## src/rtl/mm3_mem_arbiter.sv

```systemverilog
// mm3_mem_arbiter
//   Arbitrates access to the 32x32b layer-3 output memory between one
//   producer (matmul writer) and two consumers (argmax, display readback).
//   One write and one round-robin read can be granted per cycle. Each entry
//   has a written bit, and a read of an unwritten entry stalls until the
//   entry has been written. fill_cnt/full report how much of the output
//   vector has been produced since the last clear.
//
// Ports
//   clk, resetn            clock (posedge), asynchronous active-low reset
//   clear                  start a new layer: drop written bits, no grants
//   wr_req/addr/data       producer write request
//   wr_gnt                 write accepted this cycle (combinational)
//   wr_err                 one-cycle pulse after an out-of-range write
//   rdN_req/addr           consumer read requests (N = 0, 1)
//   rdN_gnt                read accepted this cycle (combinational)
//   rdN_rvalid/rdata       read return, two cycles after the grant
//   mem_write_addr/data_in/write_enable, mem_read_addr  registered memory drive
//   mem_data_out           memory read data, one cycle after mem_read_addr
//   fill_cnt, full         distinct entries written, all entries written
module mm3_mem_arbiter #(
    parameter int DEPTH  = 32,
    parameter int ADDR_W = 16,
    parameter int DATA_W = 32
) (
    input  logic                     clk,
    input  logic                     resetn,
    input  logic                     clear,
    input  logic                     wr_req,
    input  logic [ADDR_W-1:0]        wr_addr,
    input  logic signed [DATA_W-1:0] wr_data,
    output logic                     wr_gnt,
    output logic                     wr_err,
    input  logic                     rd0_req,
    input  logic [ADDR_W-1:0]        rd0_addr,
    input  logic                     rd1_req,
    input  logic [ADDR_W-1:0]        rd1_addr,
    output logic                     rd0_gnt,
    output logic                     rd1_gnt,
    output logic                     rd0_rvalid,
    output logic                     rd1_rvalid,
    output logic signed [DATA_W-1:0] rd0_rdata,
    output logic signed [DATA_W-1:0] rd1_rdata,
    output logic [ADDR_W-1:0]        mem_write_addr,
    output logic signed [DATA_W-1:0] mem_data_in,
    output logic                     mem_write_enable,
    output logic [ADDR_W-1:0]        mem_read_addr,
    input  logic signed [DATA_W-1:0] mem_data_out,
    output logic [5:0]               fill_cnt,
    output logic                     full
);

    localparam int                IDX_W   = $clog2(DEPTH);
    localparam logic [ADDR_W-1:0] DEPTH_A = ADDR_W'(DEPTH);
    localparam logic [5:0]        DEPTH_C = 6'(DEPTH);

    logic [DEPTH-1:0] written;
    logic             wr_in_range;
    logic             wr_new_entry;
    logic [5:0]       fill_next;
    logic             rd0_in_range, rd1_in_range;
    logic             rd0_elig, rd1_elig;
    logic             rr_prio;              // 0: rd0 wins a tie, 1: rd1 wins
    logic             s1_vld, s1_sel, s1_oor;
    logic             s2_vld, s2_sel, s2_oor;

    // ---------------- write path ----------------
    assign wr_gnt       = wr_req & ~clear;
    assign wr_in_range  = wr_addr < DEPTH_A;
    assign wr_new_entry = wr_gnt & wr_in_range & ~written[wr_addr[IDX_W-1:0]];
    assign fill_next    = wr_new_entry ? fill_cnt + 6'd1 : fill_cnt;

    always_ff @(posedge clk or negedge resetn) begin
        if (!resetn) begin
            mem_write_enable <= 1'b0;
            mem_write_addr   <= '0;
            mem_data_in      <= '0;
            wr_err           <= 1'b0;
        end else begin
            mem_write_enable <= 1'b0;
            wr_err           <= 1'b0;
            if (wr_gnt) begin
                if (wr_in_range) begin
                    mem_write_enable <= 1'b1;
                    mem_write_addr   <= wr_addr;
                    mem_data_in      <= wr_data;
                end else begin
                    wr_err <= 1'b1;
                end
            end
        end
    end

    // full tracks fill_next so it rises together with fill_cnt reaching DEPTH.
    always_ff @(posedge clk or negedge resetn) begin
        if (!resetn) begin
            written  <= '0;
            fill_cnt <= '0;
            full     <= 1'b0;
        end else if (clear) begin
            written  <= '0;
            fill_cnt <= '0;
            full     <= 1'b0;
        end else begin
            if (wr_new_entry) begin
                written[wr_addr[IDX_W-1:0]] <= 1'b1;
            end
            fill_cnt <= fill_next;
            full     <= (fill_next == DEPTH_C);
        end
    end

    // ---------------- read arbitration ----------------
    // A read must not overlap a write to the same entry that is either being
    // granted now or still sitting in the memory write registers; otherwise
    // the read would race the write at the memory and return stale data.
    assign rd0_in_range = rd0_addr < DEPTH_A;
    assign rd1_in_range = rd1_addr < DEPTH_A;

    assign rd0_elig = rd0_req & ~clear
                    & (~rd0_in_range | written[rd0_addr[IDX_W-1:0]])
                    & ~(mem_write_enable & (mem_write_addr == rd0_addr))
                    & ~(wr_gnt & (wr_addr == rd0_addr));
    assign rd1_elig = rd1_req & ~clear
                    & (~rd1_in_range | written[rd1_addr[IDX_W-1:0]])
                    & ~(mem_write_enable & (mem_write_addr == rd1_addr))
                    & ~(wr_gnt & (wr_addr == rd1_addr));

    assign rd0_gnt = rd0_elig & (~rd1_elig | ~rr_prio);
    assign rd1_gnt = rd1_elig & (~rd0_elig |  rr_prio);

    // ---------------- read pipeline ----------------
    // Stage 1 covers the memory access cycle, stage 2 the return cycle.
    // clear does not touch these so reads already granted still complete.
    always_ff @(posedge clk or negedge resetn) begin
        if (!resetn) begin
            rr_prio       <= 1'b0;
            mem_read_addr <= '0;
            s1_vld        <= 1'b0;
            s1_sel        <= 1'b0;
            s1_oor        <= 1'b0;
            s2_vld        <= 1'b0;
            s2_sel        <= 1'b0;
            s2_oor        <= 1'b0;
        end else begin
            if (rd0_gnt | rd1_gnt) begin
                rr_prio       <= rd0_gnt;
                mem_read_addr <= rd1_gnt ? rd1_addr : rd0_addr;
            end
            s1_vld <= rd0_gnt | rd1_gnt;
            s1_sel <= rd1_gnt;
            s1_oor <= rd1_gnt ? ~rd1_in_range : ~rd0_in_range;
            s2_vld <= s1_vld;
            s2_sel <= s1_sel;
            s2_oor <= s1_oor;
        end
    end

    assign rd0_rvalid = s2_vld & ~s2_sel;
    assign rd1_rvalid = s2_vld &  s2_sel;
    assign rd0_rdata  = (rd0_rvalid & ~s2_oor) ? mem_data_out : '0;
    assign rd1_rdata  = (rd1_rvalid & ~s2_oor) ? mem_data_out : '0;

endmodule
```

## config.mk

```make
export PLATFORM = sky130hd
export DESIGN_NAME = mm3_mem_arbiter
export DESIGN_NICKNAME = d
export VERILOG_FILES = /design/src/rtl/mm3_mem_arbiter.sv
export SDC_FILE = /design/constraint.sdc
export NUM_CORES = 1
export LEC_CHECK = 0
export ABC_AREA = 1
export CAP_MARGIN = 0
export CELL_PAD_IN_SITES_DETAIL_PLACEMENT = 0
export CELL_PAD_IN_SITES_GLOBAL_PLACEMENT = 1
export CORE_MARGIN = 2
export CORE_UTILIZATION = 34
export DETAILED_ROUTE_END_ITERATION = 8
export HOLD_SLACK_MARGIN = 0.03
export PLACE_DENSITY = 0.92
export RECOVER_POWER = 25
export SYNTH_ARGS = -nofsm -noshare
export SYNTH_HDL_FRONTEND = slang
export SYNTH_SLANG_ARGS = --single-unit
export TNS_END_PERCENT = 5
```

## constraint.sdc

```tcl
create_clock -name clk -period 3.7 [get_ports clk]
set_input_delay 0.74 -clock clk [delete_from_list [all_inputs] [get_ports clk]]
set_output_delay 0.74 -clock clk [all_outputs]
set_load 0.02 [all_outputs]
```

==> key figures, run 1 <==
Run status
  • Status: complete, but fails checks
  • Failing checks: capacitance limit, slew limit

STA
  • Unrepaired setup endpoints after global routing: false
  • Setup-failing EPs final: 0
  • Hold Vio Cnt, Final: 0
  • Slew headroom: -85.22%
  • F_max: 287.6 MHz
  • Tcrit/Tclk final: a little over nine tenths
  • Final min period: ~3.5 ns
  • Setup TNS: 0 ns
  • Worst slew pin tran: between 2 and 3 ns
  • Clock Skews: around 0.012 ns
  • Final Slew Violations: 113

Synth
  • Ys async rst share: 100.0%
  • Top FF cell, synth: dfrtp_1
  • Post-synthesis sequential area ratio: 38.26%
  • Synthesis-stage register bit count: 112
  • Avg Inst Size Synth: about 6.7 um2
  • Mux share of post-synthesis cell area: 0%
  • Yosys warns: 0
  • Mapped Area: approximately 7300 um2
  • Cell variety after synth: 40
  • XOR/XNOR Fraction of Synth Area: 3.229%
  • Number of synthesized flops with an enable pin: 0
  • Syn Inst Count: around 1100
  • Post-synth net total: between 1000 and 1500
  • Post-synthesis compound-gate area fraction: between 8 and 9%
  • Post-Synth Adder-Cell Area: 0.1708%
  • Share of synthesized cell area in and, or, nand and nor gates: around two fifths
  • Largest family of logic cells by synthesized area: simple AND/OR/NAND/NOR gates

Die
  • I/O pin total: 260
  • Die area: between 20000 and 25000 um2
  • Starting Density: around a third
  • Cell Rows: between 50 and 60
  • Core ar.: roughly 21000 um2
  • Die X: roughly 150 um
  • Overall die height: 150.8 um

Worst setup path
  • Crit Path Category: input pin to output port
  • Crit. End Element: output port
  • Cell repeated most along the worst path: nand3_1
  • Worst Path Buf+Inv: 4
  • Worst-path fanout max: 18
  • Cell family with most CP delay: buffers and inverters
  • Worst-path cell chain: clkdlybuf4s50_1, buf_4, a21oi_1, o21ai_0, nand3_1, nand3_1, nand3_1, nand2_1, nand2_1, nand3_1, nand2_4, inv_1, dlygate4sd2_1
  • CP Launch Type: input pin
  • Worst path max stage delay: ~0.54 ns
  • CP max stage cell: clkdlybuf4s50_1
  • Worst endpoint required time: between 2 and 3 ns
  • WP data arrival: ~2.7 ns

Clock network
  • Root buffer cell: clkbuf_16
  • Clock transition at the registers of the reported paths: 0.07 ns
  • Clk_lat worst skew: ~0.36 ns
  • Htree depth: 3
  • Cts bufs inserted: 9
  • CTS Sinks: 112
  • TritonCTS clock tree: done
  • Bufs on Longest Clock Path: 2

Drt
  • Initial drt markers: around 620
  • DRC viols: 0
  • DRT Pass-1 Iters: 5
  • Routed vias/inst: roughly 4.9
  • Antenna-violating nets left: 0
  • Mean routed wirelength per cell: roughly 16 um
  • Vias: between 8000 and 9000
  • Routed wire length: 26530 um

Pwr
  • Max IR drop VDD: about 0.00027 V
  • Comb pwr share: between 20 and 25%
  • Total Power: about 3.0 mW
  • Total internal power: 2.107 mW
  • PD cells: roughly 280 nW/um2
  • Net Switching: 0.8477 mW
  • Share of power burned in registers: 43.7%
  • Sw Ratio: between 20% and 30%
  • Leak: between 5 and 6 nW
  • Clk pwr share: 33.9%

Final layout
  • Commonest non-fill, non-tap cell in the layout: nand2_1
  • # diodes: 0
  • Area delta synth->final: 46.43%
  • Fillers: 2125
  • Commonest cells after routing, fill and taps aside: nand2_1, clkdlybuf4s50_1, inv_1, nor2_1, dfrtp_1
  • Layout cells sized above 1: around 8.2%
  • Final #Nets: 1497

GRT
  • Largest net degree at the start of global routing: 113
  • GRT Total Usage: around a quarter
  • Vias in the first global route: roughly 7700
  • Global-route wire length before repair: slightly above 40000 um
  • Gr ovfl total: 0
  • Initial antenna violation count: 0

Job
  • Max Cap Viol: 1

Placement
  • Placer Congestion: 0.9508
  • IO Port Bufs: 259
  • DP HPWL: 20670 um

Hold path
  • Hold WC Path Type: flip-flop to flip-flop
[state kept, by name, indices dropped and copies added (netlist names)]
| signal | flops |
|---|---|
| written | 32 |
| mem_data_in | 32 |
| s2_oor | 1 |
| s2_sel | 1 |
| mem_write_addr | 16 |
| wr_err | 1 |
| mem_write_enable | 1 |
| rr_prio | 1 |
| mem_read_addr | 16 |
| fill_cnt | 6 |
| s2_vld | 1 |
| s1_sel | 1 |
| s1_vld | 1 |
| s1_oor | 1 |
| full | 1 |
[Yosys cell counts, types with 5 or more instances]
cell      number  area [um2]
buf_6         12       135.1
o21ai_0       28       140.1
a21oi_1       41       205.2
inv_2          8       30.03
nor2_1       113       424.2
nand3_1       91       455.4
inv_1        127       476.7
xnor2_1       14       122.6
nand4_1       17       106.4
buf_4          6       45.04
a31oi_1        7       43.79
o21ai_1        5       25.02
nor3_1         5       25.02
xor2_1        13       113.9
clkbuf_1      19       71.32
nand2_1      404        1516
buf_2         10       50.05
dfrtp_1      112        2803
o211ai_1      13       97.59
[through the flow]
step                cells  area [um2]  utilization (%)  hold slack [ns]  setup slack, ns
floorplan            1093        7325                -           0.3312           0.8821
global placement     1642       10450            49.54           0.3328         -0.03878
detailed placement   1642       10450            49.54           0.3355         -0.03271
CTS                  1656       10740            50.93           0.3508           0.2257
global route         1656       10730            50.86           0.3545          0.02337
finish               1656       10730            50.86           0.3485           0.2229
[what timing repair did]
item | 4_1_cts | 5_1_grt
resized for setup | 2 | 0
buffers inserted | 0 | 0
endpoints found under the hold margin | 0 | 0
endpoints found under the setup margin | 2 | 0
hold buffers | 0 | 0
[worst paths after layout]
kind                               startpoint                  to  slack (ns)  depth (start not counted)
setup / recovery                  rd0_addr[0]             rd1_gnt        0.22                         13
setup reg to reg           mem_write_addr[12]    mem_read_addr[5]        1.54                         12
max in group asynchronous              resetn  mem_write_addr[15]        0.71                          2
hold / removal                         s1_vld              s2_vld        0.35                          0
min in group asynchronous              resetn         fill_cnt[4]        1.36                          2
hold reg to reg                        s1_vld              s2_vld        0.35                          0
[power groups by stage]
stage / Clock (mW) / Combinational, mW / Sequential [mW]
global placement: 0 / 0.662 / 1.32
floorplan: 0 / 0.260 / 1.34
global route: 1.07 / 0.722 / 1.30
finish: 1.00 / 0.661 / 1.29
CTS: 1.03 / 0.665 / 1.29
detailed placement: 0 / 0.665 / 1.32
[area by class of cell]
cell class                      instances  area (um2)  share of cell area, %
Clock buffer                           10       239.0                  2.228
Sequential cell                       112        2803                  26.13
Inverter                              137       516.7                  4.818
Multi-Input combinational cell        797        3704                  34.53
Timing Repair Buffer                  321        3063                  28.56
Clock inverter                          4       56.30                 0.5250
Tap cell                              275       344.1                  3.208
[cells by family after synthesis]
| logic type | count (synthesis) |
|---|---|
| buf+inv | 184 |
| flops | 112 |
| xor+xnor | 27 |
| simple gates | 663 |
| compound gates | 106 |
| fa+ha+maj | 1 |
[layer usage]
metal / share of wire [%] / routed length, um / global-route usage [%] / up-vias
met4: 3.9 / 1038 / 9.860 / 0
li1: - / - / - / 3980
met5: 0 / 0 / 0 / -
met3: 9.7 / 2566 / 5.392 / 66
met2: 46 / 12230 / 39.36 / 395
met1: 40 / 10690 / 28.59 / 3628
No activity file was read; power rests on OpenSTA's default activity.
==> inputs of run 2 (changes only) <==
CORE_UTILIZATION = 35   (was 34)
CTS_BUF_LIST = sky130_fd_sc_hd__clkbuf_2   (was default)
HOLD_SLACK_MARGIN = default   (was 0.03)
PLACE_DENSITY = 0.95   (was 0.92)
==> run 2 against run 1 <==
Against the previous run:
- the run still ends with capacitance limit, slew limit left
- register-to-register slack hardly changed
- sequential share of layout area is 0.48 points higher
- design area is 1.8% lower
- clock-buffer cell count stayed put
- first-iteration DRC count is 15% lower
- utilization is 0.85 points higher
- combinational power is 0.9% higher
- largest power group unchanged
==> key figures, run 2 (synthesis results as in run 1) <==
Worst setup path
  • Worst-path fanout max: 3 (-15)
  • Crit Path Category: input pin to output port
  • Reg-to-Reg Start: mem_write_addr[1]
  • CP max stage cell: clkdlybuf4s50_1
  • Critical path startpoint: rd1_addr[5]
  • Worst r2r dst: mem_read_addr[10]
  • CP Launch Type: input pin
  • Worst Path Buf+Inv: 4 (unchanged)
  • R2R cell count: 14 (+2)
  • Crit path depth: 13 (unchanged)
  • Reg2Reg Setup Slack: 1.55 ns (about the same)
  • Crit. End Element: output port
  • Worst-path cell chain: clkdlybuf4s50_1, buf_4, nand2_1, o21ai_0, nor2_1, nand3_1, nor2_1, nand3_1, nand3_1, nor2_8, nand2_4, inv_1, dlygate4sd2_1
  • Worst path max stage delay: 0.47 ns (-0.07 ns)
  • Cell family with most CP delay: buffers and inverters
  • Cell repeated most along the worst path: nand3_1
  • Crit path to: rd1_gnt
  • Worst endpoint required time: 2.96 ns (about the same)
  • WP data arrival: 2.76 ns (+0.02 ns)

GRT
  • Largest net degree at the start of global routing: 69 (-39%)
  • Gr ovfl total: 0 (unchanged)
  • Global-route wire length before repair: 40430 um (-1.3%)
  • Vias in the first global route: 7762 (+0.49%)
  • GRT Total Usage: 23.30% (about the same)
  • Initial antenna violation count: 1 (+1)

STA
  • Final Slew Violations: 69 (-39%)
  • Slew headroom: -16.25% (+69 points)
  • Setup TNS: 0 ns (unchanged)
  • Final min period: 3.501 ns (+0.02345 ns)
  • Worst slew pin tran: 1.744 ns (-1.035 ns)
  • Clock Skews: 0.04356 ns (+0.03189 ns)
  • PnR worst setup slack: 0.1994 ns (-0.02345 ns)
  • F_max: 285.7 MHz (-0.67%)
  • Setup-failing EPs final: 0 (unchanged)
  • Hold slack: 0.3870 ns (+0.03846 ns)
  • Unrepaired setup endpoints after global routing: false
  • Hold Vio Cnt, Final: 0 (unchanged)
  • Tcrit/Tclk final: 94.61% (+0.63 points)

Clock network
  • Root buffer cell: clkbuf_2
  • Htree depth: 3 (unchanged)
  • CTS Sinks: 112 (unchanged)
  • Post-CTS setup buffers: 0 (unchanged)
  • TritonCTS clock tree: done
  • Clock transition at the registers of the reported paths: 0.26 ns (+0.19 ns)
  • Cts bufs inserted: 9 (unchanged)
  • Clk_lat worst skew: 0.64 ns (+0.28 ns)
  • Bufs on Longest Clock Path: 2 (unchanged)

Final layout
  • Commonest cells after routing, fill and taps aside: nand2_1, clkdlybuf4s50_1, inv_1, nor2_1, dfrtp_1
  • Final #Nets: 1494 (-0.20%)
  • Area delta synth->final: 43.78%
  • Largest regs: mem_data_in: 32 flops, written: 32 flops
  • Commonest non-fill, non-tap cell in the layout: nand2_1
  • Register area: 2803 um2 (unchanged)
  • Layout cells sized above 1: 8.043% (-0.14 points)
  • Fillers: 2038 (-4.1%)
  • Final core area utilization: 51.71% (+0.85 points)
  • Multi-input gate area: 3704 um2 (unchanged)
  • Post-route cell area: 10530 um2 (-1.8%)

Drt
  • Vias: 8042 (-0.33%)
  • DRC viols: 0 (unchanged)
  • Routed wire length: 25720 um (-3.0%)
  • DRT Pass-1 Iters: 7 (+2)
  • Antenna-violating nets left: 0 (unchanged)
  • Routed vias/inst: 4.871 (about the same)
  • Initial drt markers: 529 (-15%)
  • Mean routed wirelength per cell: 15.58 um (-2.8%)

Pwr
  • Max IR drop VDD: 0.0001553 V (-43%)
  • Leak: 5.249 nW (-1.6%)
  • PD cells: 235.3 nW/um2 (-15%)

Placement
  • IO Port Bufs: 259 (unchanged)
  • Worst slack, placed: -0.07880 ns (-0.04609 ns)
  • Post-Place Cell Area: 10460 um2 (about the same)
  • Placer Congestion: 0.9438 (-0.74%)
  • DP HPWL: 20280 um (-1.9%)

Run status
  • Status: complete, but fails checks
  • Failing checks: capacitance limit, slew limit

Die
  • Overall die height: 148.7 um (-1.4%)
  • Cell Rows: 52 (-1.9%)
  • Die area: 22100 um2 (-2.8%)
  • Starting Density: 35.97% (+1.2 points)
  • Die X: 148.7 um (-1.4%)
  • Core ar.: 20360 um2 (-3.4%)
  • I/O pin total: 260 (unchanged)

Job
  • Max Cap Viol: 1 (unchanged)

Hold path
  • Hold WC Path Type: flip-flop to flip-flop
run 2: cell types whose count changed in the layout (fill, tap and decap cells not counted), sizes merged:
cell      delta
clkinvlp     +1
buf          -3
inv          +2
bufinv       -1
diode        +1
run 2: how the worst min path moves through the flow:
| stage | from | to | slack (ns) | cells past startpoint |
|---|---|---|---|---|
| floorplan | s1_oor | s2_oor | 0.33 | 0 |
| global placement | s1_vld | s2_vld | 0.34 | 0 |
| detailed placement | s1_sel | s2_sel | 0.33 | 0 |
| CTS | resetn | mem_data_in[12] | 0.18 | 1 |
| global route | s1_vld | s2_vld | 0.40 | 0 |
| finish | s1_sel | s2_sel | 0.39 | 0 |
run 2: worst reg2reg max path: cells and delay by family (launching register included):
family                 cells  cell delay, ns
DFF                        1            0.53
and+or+nand+nor           10            0.91
AOI/OAI and AO/OA          2            0.23
buffers and inverters      2            0.40
run 2: final cells by class:
class	instances	share of cell area (%)
clock buffers	10	0.4752
multi-input cells	797	35.17
well taps	270	3.208
repair buffers	318	29.20
clock inverters	6	0.4039
flip-flops and latches	112	26.61
diodes	1	0.02376
inverters	137	4.907
run 2: metal layers:
layer | wire [um] | GRT usage, %
met4 | 737 | 8.905
met3 | 2355 | 5.521
met2 | 12260 | 40.09
met5 | 0 | 0
met1 | 10370 | 28.34
run 2: per-stage QoR:
stage | cells | total power, mW
CTS | 1650 | 2.509
finish | 1651 | 2.479
global placement | 1634 | 1.980
detailed placement | 1634 | 1.983
global route | 1651 | 2.617
floorplan | 1093 | 1.601
run 2: what timing repair did:
item,in CTS,in global routing
hold buffers,0,0
setup endpoints to repair,2,0
resized for setup,2,0
run 2: report_power, final:
part	internal [mW]	total [mW]	switching, mW
Clock	0.0952	0.520	0.425
Combinational	0.308	0.667	0.358
Sequential	1.26	1.29	0.0264
Total	1.67	2.48	0.810
